===== config.mk =====
export PLATFORM = sky130hd
export DESIGN_NAME = data_memory_arbiter
export DESIGN_NICKNAME = d
export VERILOG_FILES = /design/src/rtl/data_memory_arbiter.sv
export SDC_FILE = /design/constraint.sdc
export NUM_CORES = 1
export LEC_CHECK = 0
export ABC_CLOCK_PERIOD_IN_PS = 2620
export CORE_UTILIZATION = 25
export CTS_CLUSTER_DIAMETER = 50
export DETAILED_ROUTE_END_ITERATION = 10
export GPL_ROUTABILITY_DRIVEN = 1
export SLEW_MARGIN = 0
export SYNTH_ARGS = -nofsm -noshare
export SYNTH_HDL_FRONTEND = slang
export SYNTH_SLANG_ARGS = --single-unit

===== constraint.sdc =====
create_clock -name clk -period 2.62 [get_ports clk]
set_input_delay 0.524 -clock clk [delete_from_list [all_inputs] [get_ports clk]]
set_output_delay 0.524 -clock clk [all_outputs]
set_load 0.05 [all_outputs]

===== src/rtl/data_memory_arbiter.sv =====
// Round-robin arbiter sharing the single-port DataMemory between port A (CPU LSU) and port B (debug/loader).
// Optional build macro DMEM_ARB_ALIGN_CHECK_EN adds address-alignment and byte-lane pattern rejection.
module data_memory_arbiter #(
  parameter logic [31:0] BASE_ADDR  = 32'h0010_0000,
  parameter int unsigned SIZE_BYTES = 4096
) (
  input  logic        clk,
  input  logic        reset,
  input  logic        a_req,
  input  logic        a_we,
  input  logic [31:0] a_addr,
  input  logic [31:0] a_wdata,
  input  logic [3:0]  a_byte_sel,
  output logic        a_gnt,
  output logic        a_rsp_valid,
  output logic        a_rsp_err,
  output logic [31:0] a_rdata,
  input  logic        b_req,
  input  logic        b_we,
  input  logic [31:0] b_addr,
  input  logic [31:0] b_wdata,
  input  logic [3:0]  b_byte_sel,
  output logic        b_gnt,
  output logic        b_rsp_valid,
  output logic        b_rsp_err,
  output logic [31:0] b_rdata,
  output logic        mem_read_enable,
  output logic        mem_write_enable,
  output logic [3:0]  mem_byte_sel,
  output logic [31:0] mem_addr,
  output logic [31:0] mem_write_data,
  input  logic [31:0] mem_read_data
);

  typedef enum logic [1:0] {S_IDLE, S_ISSUE, S_RESP} state_t;

  localparam logic [32:0] WIN_END = {1'b0, BASE_ADDR} + 33'(SIZE_BYTES);

  state_t      state_q;
  logic        owner_q;       // 1 = port B
  logic        last_owner_q;  // 1 = port B
  logic        we_q;
  logic        err_q;
  logic        mem_re_q;
  logic        mem_we_q;
  logic [3:0]  mem_bsel_q;
  logic [31:0] mem_addr_q;
  logic [31:0] mem_wdata_q;
  logic        a_rsp_valid_q, b_rsp_valid_q;
  logic        a_rsp_err_q, b_rsp_err_q;

  logic        grant_any;
  logic        pick_b;
  logic        we_d;
  logic [31:0] addr_d;
  logic [31:0] wdata_d;
  logic [3:0]  bsel_d;
  logic        err_d;

  // On a tie the port that did not win last time gets the grant.
  assign grant_any = (state_q == S_IDLE) && (a_req || b_req) && !reset;
  assign pick_b    = b_req && (!a_req || !last_owner_q);
  assign a_gnt     = grant_any && !pick_b;
  assign b_gnt     = grant_any && pick_b;

  assign we_d    = pick_b ? b_we       : a_we;
  assign addr_d  = pick_b ? b_addr     : a_addr;
  assign wdata_d = pick_b ? b_wdata    : a_wdata;
  assign bsel_d  = pick_b ? b_byte_sel : a_byte_sel;

  always_comb begin
    err_d = (addr_d < BASE_ADDR) || ({1'b0, addr_d} >= WIN_END);
`ifdef DMEM_ARB_ALIGN_CHECK_EN
    if (addr_d[1:0] != 2'b00) err_d = 1'b1;
    case (bsel_d)
      4'b0000, 4'b0001, 4'b0010, 4'b0100, 4'b1000,
      4'b0011, 4'b1100, 4'b1111: ;
      default: err_d = 1'b1;
    endcase
`endif
  end

  always_ff @(posedge clk or posedge reset) begin
    if (reset) begin
      state_q       <= S_IDLE;
      owner_q       <= 1'b0;
      last_owner_q  <= 1'b1;
      we_q          <= 1'b0;
      err_q         <= 1'b0;
      mem_re_q      <= 1'b0;
      mem_we_q      <= 1'b0;
      mem_bsel_q    <= 4'b0000;
      mem_addr_q    <= 32'h0;
      mem_wdata_q   <= 32'h0;
      a_rsp_valid_q <= 1'b0;
      b_rsp_valid_q <= 1'b0;
      a_rsp_err_q   <= 1'b0;
      b_rsp_err_q   <= 1'b0;
    end else begin
      case (state_q)
        S_IDLE: begin
          a_rsp_valid_q <= 1'b0;
          b_rsp_valid_q <= 1'b0;
          a_rsp_err_q   <= 1'b0;
          b_rsp_err_q   <= 1'b0;
          if (grant_any) begin
            owner_q      <= pick_b;
            last_owner_q <= pick_b;
            we_q         <= we_d;
            err_q        <= err_d;
            // Rejected accesses still present address/lanes but never enable the memory.
            mem_re_q     <= ~we_d & ~err_d;
            mem_we_q     <= we_d & ~err_d;
            mem_bsel_q   <= bsel_d;
            mem_addr_q   <= {addr_d[31:2], 2'b00};
            mem_wdata_q  <= wdata_d;
            state_q      <= S_ISSUE;
          end
        end
        S_ISSUE: begin
          mem_re_q      <= 1'b0;
          mem_we_q      <= 1'b0;
          mem_bsel_q    <= 4'b0000;
          mem_addr_q    <= 32'h0;
          mem_wdata_q   <= 32'h0;
          a_rsp_valid_q <= ~owner_q;
          b_rsp_valid_q <= owner_q;
          a_rsp_err_q   <= ~owner_q & err_q;
          b_rsp_err_q   <= owner_q & err_q;
          state_q       <= S_RESP;
        end
        S_RESP: begin
          a_rsp_valid_q <= 1'b0;
          b_rsp_valid_q <= 1'b0;
          a_rsp_err_q   <= 1'b0;
          b_rsp_err_q   <= 1'b0;
          state_q       <= S_IDLE;
        end
        default: state_q <= S_IDLE;
      endcase
    end
  end

  assign mem_read_enable  = mem_re_q;
  assign mem_write_enable = mem_we_q;
  assign mem_byte_sel     = mem_bsel_q;
  assign mem_addr         = mem_addr_q;
  assign mem_write_data   = mem_wdata_q;

  assign a_rsp_valid = a_rsp_valid_q;
  assign b_rsp_valid = b_rsp_valid_q;
  assign a_rsp_err   = a_rsp_err_q;
  assign b_rsp_err   = b_rsp_err_q;
  // Read data arrives from the memory during the response cycle itself.
  assign a_rdata = (a_rsp_valid_q && !a_rsp_err_q && !we_q) ? mem_read_data : 32'h0;
  assign b_rdata = (b_rsp_valid_q && !b_rsp_err_q && !we_q) ? mem_read_data : 32'h0;

endmodule

==> metrics.csv, run 1 <==
stage;metric;value;unit
detailed_routing;Final ANT Viol Nets;0;
synth;synth warn;0;
power_and_ir_drop;Reg power frac;0.291;
power_and_ir_drop;total power per unit cell area;663;nW/um2
cts;Clock Pin Slew Worst Setup and Hold Paths;0.05;ns
place;Port Buffers;307;
hold_path;Hold Crit Class;reg2reg;
power_and_ir_drop;Max rail drop VDD;344;uV
power_and_ir_drop;Clk pwr share;0.242;
detailed_routing;drt initial violations;117;
power_and_ir_drop;P_leak;3.62;nW
place;dpl hpwl;12.4;mm
cts;Post-CTS Setup Inserts;0;
timing;Worst-Margin Slew;0.559;ns
cts;number of H-tree levels;3;
timing;Tmin final;2.40;ns
synth;post-synthesis xor/xnor area fraction;0;
floorplanning;core box area;16600;um2
synth;top cell type by total area after synthesis;dfrtp_1;
cts;CTS tree;done;
run;max cap viols;0;
cts;CTS Root Cell;clkbuf_16;
synth;Main synth FF type;dfrtp_1;
worst_setup_path;CP Launch Type;input port;
power_and_ir_drop;switching share of power;0.401;
finish;Nets;899;
detailed_routing;vias per std cell;4.61;
global_routing;initial antenna violation count;2;
global_routing;global route overflow;0;
detailed_routing;Vias;4388;
worst_setup_path;worst-path maximum fanout;3;
timing;RSZ-0062 raised after global routing;false;
synth;number of flops mapped to enable cells by yosys;0;
detailed_routing;final wirelength;15.6;mm
synth;Compound-Gate Fraction of Synth Area;0.0993;
global_routing;pin count of the biggest net entering global routing;56;
outcome;outcome;finished, final reports clean;
synth;multiplexer share of the synthesized area;0.158;
power_and_ir_drop;sw power;2.20;mW
detailed_routing;1st-pass router iterations;4;
timing;Final period util;0.914;
timing;maximum clock rate;417;MHz
timing;Hold Violations, Final;0;
synth;top-count cell post-synth;dfrtp_1;
synth;synth cell count leaders;dfrtp_1 (77), mux2i_1 (67), and2_1 (65);
power_and_ir_drop;cell-internal power;3.28;mW
cts;hold buffers post-CTS;0;
floorplanning;initial cell density of the core;0.257;
cts;Worst-Skew Late Latency;0.34;ns
worst_setup_path;Critical Path RT;2.10;ns
worst_setup_path;WP data arrival;1.87;ns
synth;largest family of logic cells by synthesized area;simple AND/OR/NAND/NOR gates;
floorplanning;die area;17600;um2
detailed_routing;drt wl/cell;16.4;um
finish;Layout area overhead;93.8;%
detailed_routing;# DRC;0;
timing;Worst Skew;0.00930;ns
timing;Final WS setup;0.225;ns
synth;cell count after synthesis;432;
finish;share of cells above drive strength 1;0.160;
place;routability cong.;0.891;
global_routing;first-pass GRT wire length;24.3;mm
synth;fraction of registers with async set/reset;1.00;
timing;count of pins over their slew limit;0;
floorplanning;num ports;314;
synth;simple-gate share of the synthesized area;0.233;
floorplanning;die width;133;um
timing;setup violators final;0;
timing;Setup TNS Final;0;ns
hold_path;worst hold path stage count;2;
place;post-place setup slack;0.225;ns
global_routing;Total Routing Usage GR;0.177;
cts;clk buf depth;2;
synth;post-synthesis adder-cell area fraction;0;
floorplanning;Die Y;133;um
synth;area share of the leading cell type in the synthesized netlist;0.453;
synth;synthesized area;4260;um2
synth;Seq/Total Area, Yosys;0.459;
worst_setup_path;crit path capture type;primary output;
worst_setup_path;FF-to-FF path depth;5;
global_routing;vias in the first global route;4597;
synth;distinct cell type count after synthesis;35;
cts;Resize count post-CTS;0;
worst_setup_path;WS Path Type;in2out;
synth;Synth area leaders;dfrtp_1 (45%), mux2i_1 (16%), and2_1 (9.6%);
synth;Avg Cell Area, Syn;9.86;um2
cts;CTS Buf Count;9;
floorplanning;cell row count;47;
synth;Synth Register Bits;78;
timing;Slew HR;0.626;
power_and_ir_drop;combinational share of power;0.467;
cts;clock tree sinks;78;
==> flip-flops by register name, indices dropped and copies added, names as in the netlist <==
| register | cells |
|---|---|
| owner_q | 1 |
| b_rsp_err | 1 |
| mem_write_data | 32 |
| b_rsp_valid | 1 |
| a_rsp_err | 1 |
| last_owner_q | 1 |
| err_q | 1 |
| mem_byte_sel | 4 |
| mem_read_enable | 1 |
| mem_write_enable | 1 |
| state_q | 2 |
| we_q | 1 |
| a_rsp_valid | 1 |
| mem_addr | 30 |
==> worst paths after layout <==
| kind | start | endpoint | slack, ns |
|---|---|---|---|
| min in group asynchronous | reset | b_rsp_valid$_DFFE_PP0P_ | 0.59 |
| hold reg to reg | mem_addr[17]$_DFFE_PP0P_ | mem_addr[17]$_DFFE_PP0P_ | 0.50 |
| setup reg to reg | state_q[1]$_DFFE_PP0P_ | mem_write_data[31]$_DFFE_PP0P_ | 0.81 |
| hold / removal | mem_addr[17]$_DFFE_PP0P_ | mem_addr[17]$_DFFE_PP0P_ | 0.50 |
| max in group asynchronous | reset | mem_write_data[25]$_DFFE_PP0P_ | 1.70 |
| setup / recovery | reset | a_gnt | 0.22 |
==> cell families (layout without fill, tap and decap cells) <==
group                  Yosys count  count (layout)
and+or+nand+nor                163             163
AOI/OAI and AO/OA               79              79
buffers and inverters           44             341
muxes                           67              67
other                            1               4
DFF                             78              78
==> layer usage <==
layer  share of wire  GRT usage
met3           0.082     0.0605
met5               0          0
met4           0.026     0.0715
met1            0.36      0.186
met2            0.53      0.323
==> metrics by stage <==
stage	hold slack [ns]	util	cells	area [um2]	power, mW
5_1_grt	0.538	0.498	952	8250	5.74
2_1_floorplan	0.473	-	433	4270	3.09
3_5_place_dp	0.493	0.478	934	7930	4.19
6_report	0.496	0.498	952	8250	5.47
3_3_place_gp	0.483	0.478	934	7930	4.15
4_1_cts	0.506	0.497	950	8250	5.54
==> layout by cell type (no fill, tap or decap), types with 2 or more instances in the layout <==
cell             instances
clkdlybuf4s50_1        241
dfrtp_1                 77
mux2i_1                 67
and2_1                  65
nand3_1                 58
o21ai_0                 58
buf_12                  44
buf_4                   36
nand3_2                 10
o21ai_1                 10
clkbuf_16                9
nor4_1                   8
nand2_1                  4
and3_1                   4
clkbuf_8                 4
inv_1                    3
clkinv_2                 3
diode_2                  2
nor3b_2                  2
nor3_2                   2
nand2b_1                 2
nor4b_1                  2
o31ai_1                  2
a21o_1                   2
conb_1                   2
==> worst max-delay path, stage by stage <==
cell and delay, ns:
clkdlybuf4s50_1 0.45, or3_4 0.36, nor3_2 0.27, buf_4 0.26
==> cell type report <==
| cell class | count | area (um2) |
|---|---|---|
| Tap cell | 220 | 275 |
| Sequential cell | 78 | 1950 |
| Clock inverter | 3 | 40.0 |
| Timing Repair Buffer | 321 | 3560 |
| Multi-Input combinational cell | 311 | 2120 |
| Inverter | 4 | 16.3 |
| Clock buffer | 13 | 280 |
| Fill cell | 1512 | 8330 |
| Antenna cell | 2 | 5.00 |
==> power groups by stage <==
stage	sequential, mW	clock, mW	combinational (mW)
floorplan	2.38	0	0.705
global placement	1.60	0	2.55
detailed placement	1.61	0	2.58
CTS	1.60	1.36	2.58
global route	1.63	1.43	2.68
finish	1.59	1.33	2.55
No activity file was read; power rests on OpenSTA's default activity.
==> run 2: changes to the inputs <==
Settings changed: CTS_BUF_LIST from default to sky130_fd_sc_hd__clkbuf_2, GPL_TIMING_DRIVEN from default to 0.
==> metrics.csv, run 2 (same netlist as run 1, synthesis figures left out) <==
stage;metric;value;unit
outcome;outcome;finished, final reports clean;
finish;most common cell after layout, fill and taps aside;clkdlybuf4s50_1;
detailed_routing;Vias;4464;
floorplanning;die width;133;um
cts;clk buf depth;2;
worst_setup_path;worst-path maximum fanout;9;
cts;clock tree sinks;78;
timing;maximum clock rate;399;MHz
timing;Tmin final;2.51;ns
detailed_routing;final wirelength;16.1;mm
floorplanning;core box area;16600;um2
run;max cap viols;0;
global_routing;initial antenna violation count;1;
power_and_ir_drop;total power per unit cell area;643;nW/um2
worst_setup_path;crit path capture type;primary output;
timing;Worst-Margin Slew;0.816;ns
finish;Nets;929;
finish;commonest cells after routing, fill and taps aside;clkdlybuf4s50_1 (241), dfrtp_1 (76), mux2i_1 (67), and2_1 (65), buf_2 (62);
global_routing;first-pass GRT wire length;24.7;mm
finish;max reg flops;32;
floorplanning;initial cell density of the core;0.257;
global_routing;global route overflow;0;
place;dpl hpwl;13.2;mm
finish;Layout area overhead;78.1;%
detailed_routing;1st-pass router iterations;4;
place;post-place setup slack;-0.634;ns
floorplanning;cell row count;47;
finish;share of cells above drive strength 1;0.162;
timing;Worst Skew;0.0179;ns
place;routability cong.;0.954;
cts;CTS Buf Count;9;
global_routing;Total Routing Usage GR;0.182;
hold_path;Hold Crit Class;in2async;
timing;setup violators final;0;
worst_setup_path;WP data arrival;1.98;ns
detailed_routing;drt wl/cell;16.4;um
timing;Final WS setup;0.113;ns
timing;Slew HR;0.456;
worst_setup_path;WS Path Type;reg2out;
timing;worst hold slack;0.365;ns
timing;RSZ-0062 raised after global routing;false;
cts;number of H-tree levels;3;
worst_setup_path;Critical Path RT;2.10;ns
power_and_ir_drop;total design power;4.88;mW
finish;final core utilization;0.457;
detailed_routing;Final ANT Viol Nets;0;
detailed_routing;drt initial violations;117;
floorplanning;Die Y;133;um
global_routing;pin count of the biggest net entering global routing;48;
timing;count of pins over their slew limit;0;
floorplanning;die area;17600;um2
power_and_ir_drop;P_leak;3.49;nW
global_routing;vias in the first global route;4538;
timing;Hold Violations, Final;0;
worst_setup_path;FF-to-FF path depth;6;
cts;CTS Root Cell;clkbuf_2;
cts;Worst-Skew Late Latency;0.52;ns
detailed_routing;vias per std cell;4.56;
cts;CTS tree;done;
floorplanning;num ports;314;
detailed_routing;# DRC;0;
timing;Setup TNS Final;0;ns
place;Port Buffers;307;
cts;Clock Pin Slew Worst Setup and Hold Paths;0.20;ns
worst_setup_path;CP Launch Type;flip-flop;
timing;Final period util;0.957;
power_and_ir_drop;Max rail drop VDD;258;uV
run 2: cell count changes in the layout (fill, tap and decap cells not counted), sizes merged:
| cell | delta |
|---|---|
| inv | +1 |
| clkbuf | +20 |
| diode | -1 |
| buf | +4 |
| bufinv | +2 |
| clkdlybuf4s15 | +1 |
| dlygate4sd2 | +1 |
run 2: timing repair:
item,4_1_cts,5_1_grt
pin swaps,1,2
hold buffers,0,0
endpoints found under the hold margin,0,0
resized for setup,326,31
setup endpoints to repair,66,58
cloned,0,0
buffers inserted,0,3
run 2: layer usage:
layer / track usage / wire length [um] / vias up
li1: - / - / 2173
met1: 0.197 / 6040 / 2046
met2: 0.336 / 8390 / 216
met3: 0.0395 / 1170 / 29
met4: 0.0830 / 492 / 0
met5: 0 / 0 / -
run 2: worst max-delay path, cell delays in order (launching register included):
cell     delay [ns]
dfrtp_1        0.42
buf_6          0.13
or3_4          0.43
nor3_4         0.16
buf_4          0.18
buf_8          0.15
run 2: layout make-up:
cell class | count | area, um2
diodes | 1 | 2.50
clock buffers | 9 | 45.0
fillers | 1607 | 9000
multi-input cells | 311 | 2130
well taps | 220 | 275
inverters | 4 | 17.5
repair buffers | 311 | 2850
clock inverters | 6 | 101
plain buffers | 40 | 211
flip-flops and latches | 78 | 1950
run 2: metrics by stage:
stage	cell area, um2	std cells
2_1_floorplan	4270	433
3_3_place_gp	7610	960
3_5_place_dp	7640	961
4_1_cts	7530	976
5_1_grt	7580	980
6_report	7580	980
run 2: where the power goes:
| part | internal, mW | switching [mW] | leakage, nW |
|---|---|---|---|
| Sequential | 1.44 | 0.153 | 0.999 |
| Combinational | 0.908 | 1.57 | 2.41 |
| Clock | 0.397 | 0.409 | 0.0845 |
run 2: final timing paths:
check                                    startpoint                        endpoint  slack, ns
max                          state_q[1]$_DFFE_PP0P_                           b_gnt       0.11
min                                           reset        mem_addr[13]$_DFFE_PP0P_       0.36
max reg2reg                last_owner_q$_DFFE_PP1P_  mem_write_data[30]$_DFFE_PP0P_       0.52
min reg2reg                mem_addr[10]$_DFFE_PP0P_        mem_addr[10]$_DFFE_PP0P_       0.52
max in group asynchronous                     reset     mem_byte_sel[2]$_DFFE_PP0P_       1.67
min in group clk           mem_addr[10]$_DFFE_PP0P_        mem_addr[10]$_DFFE_PP0P_       0.52
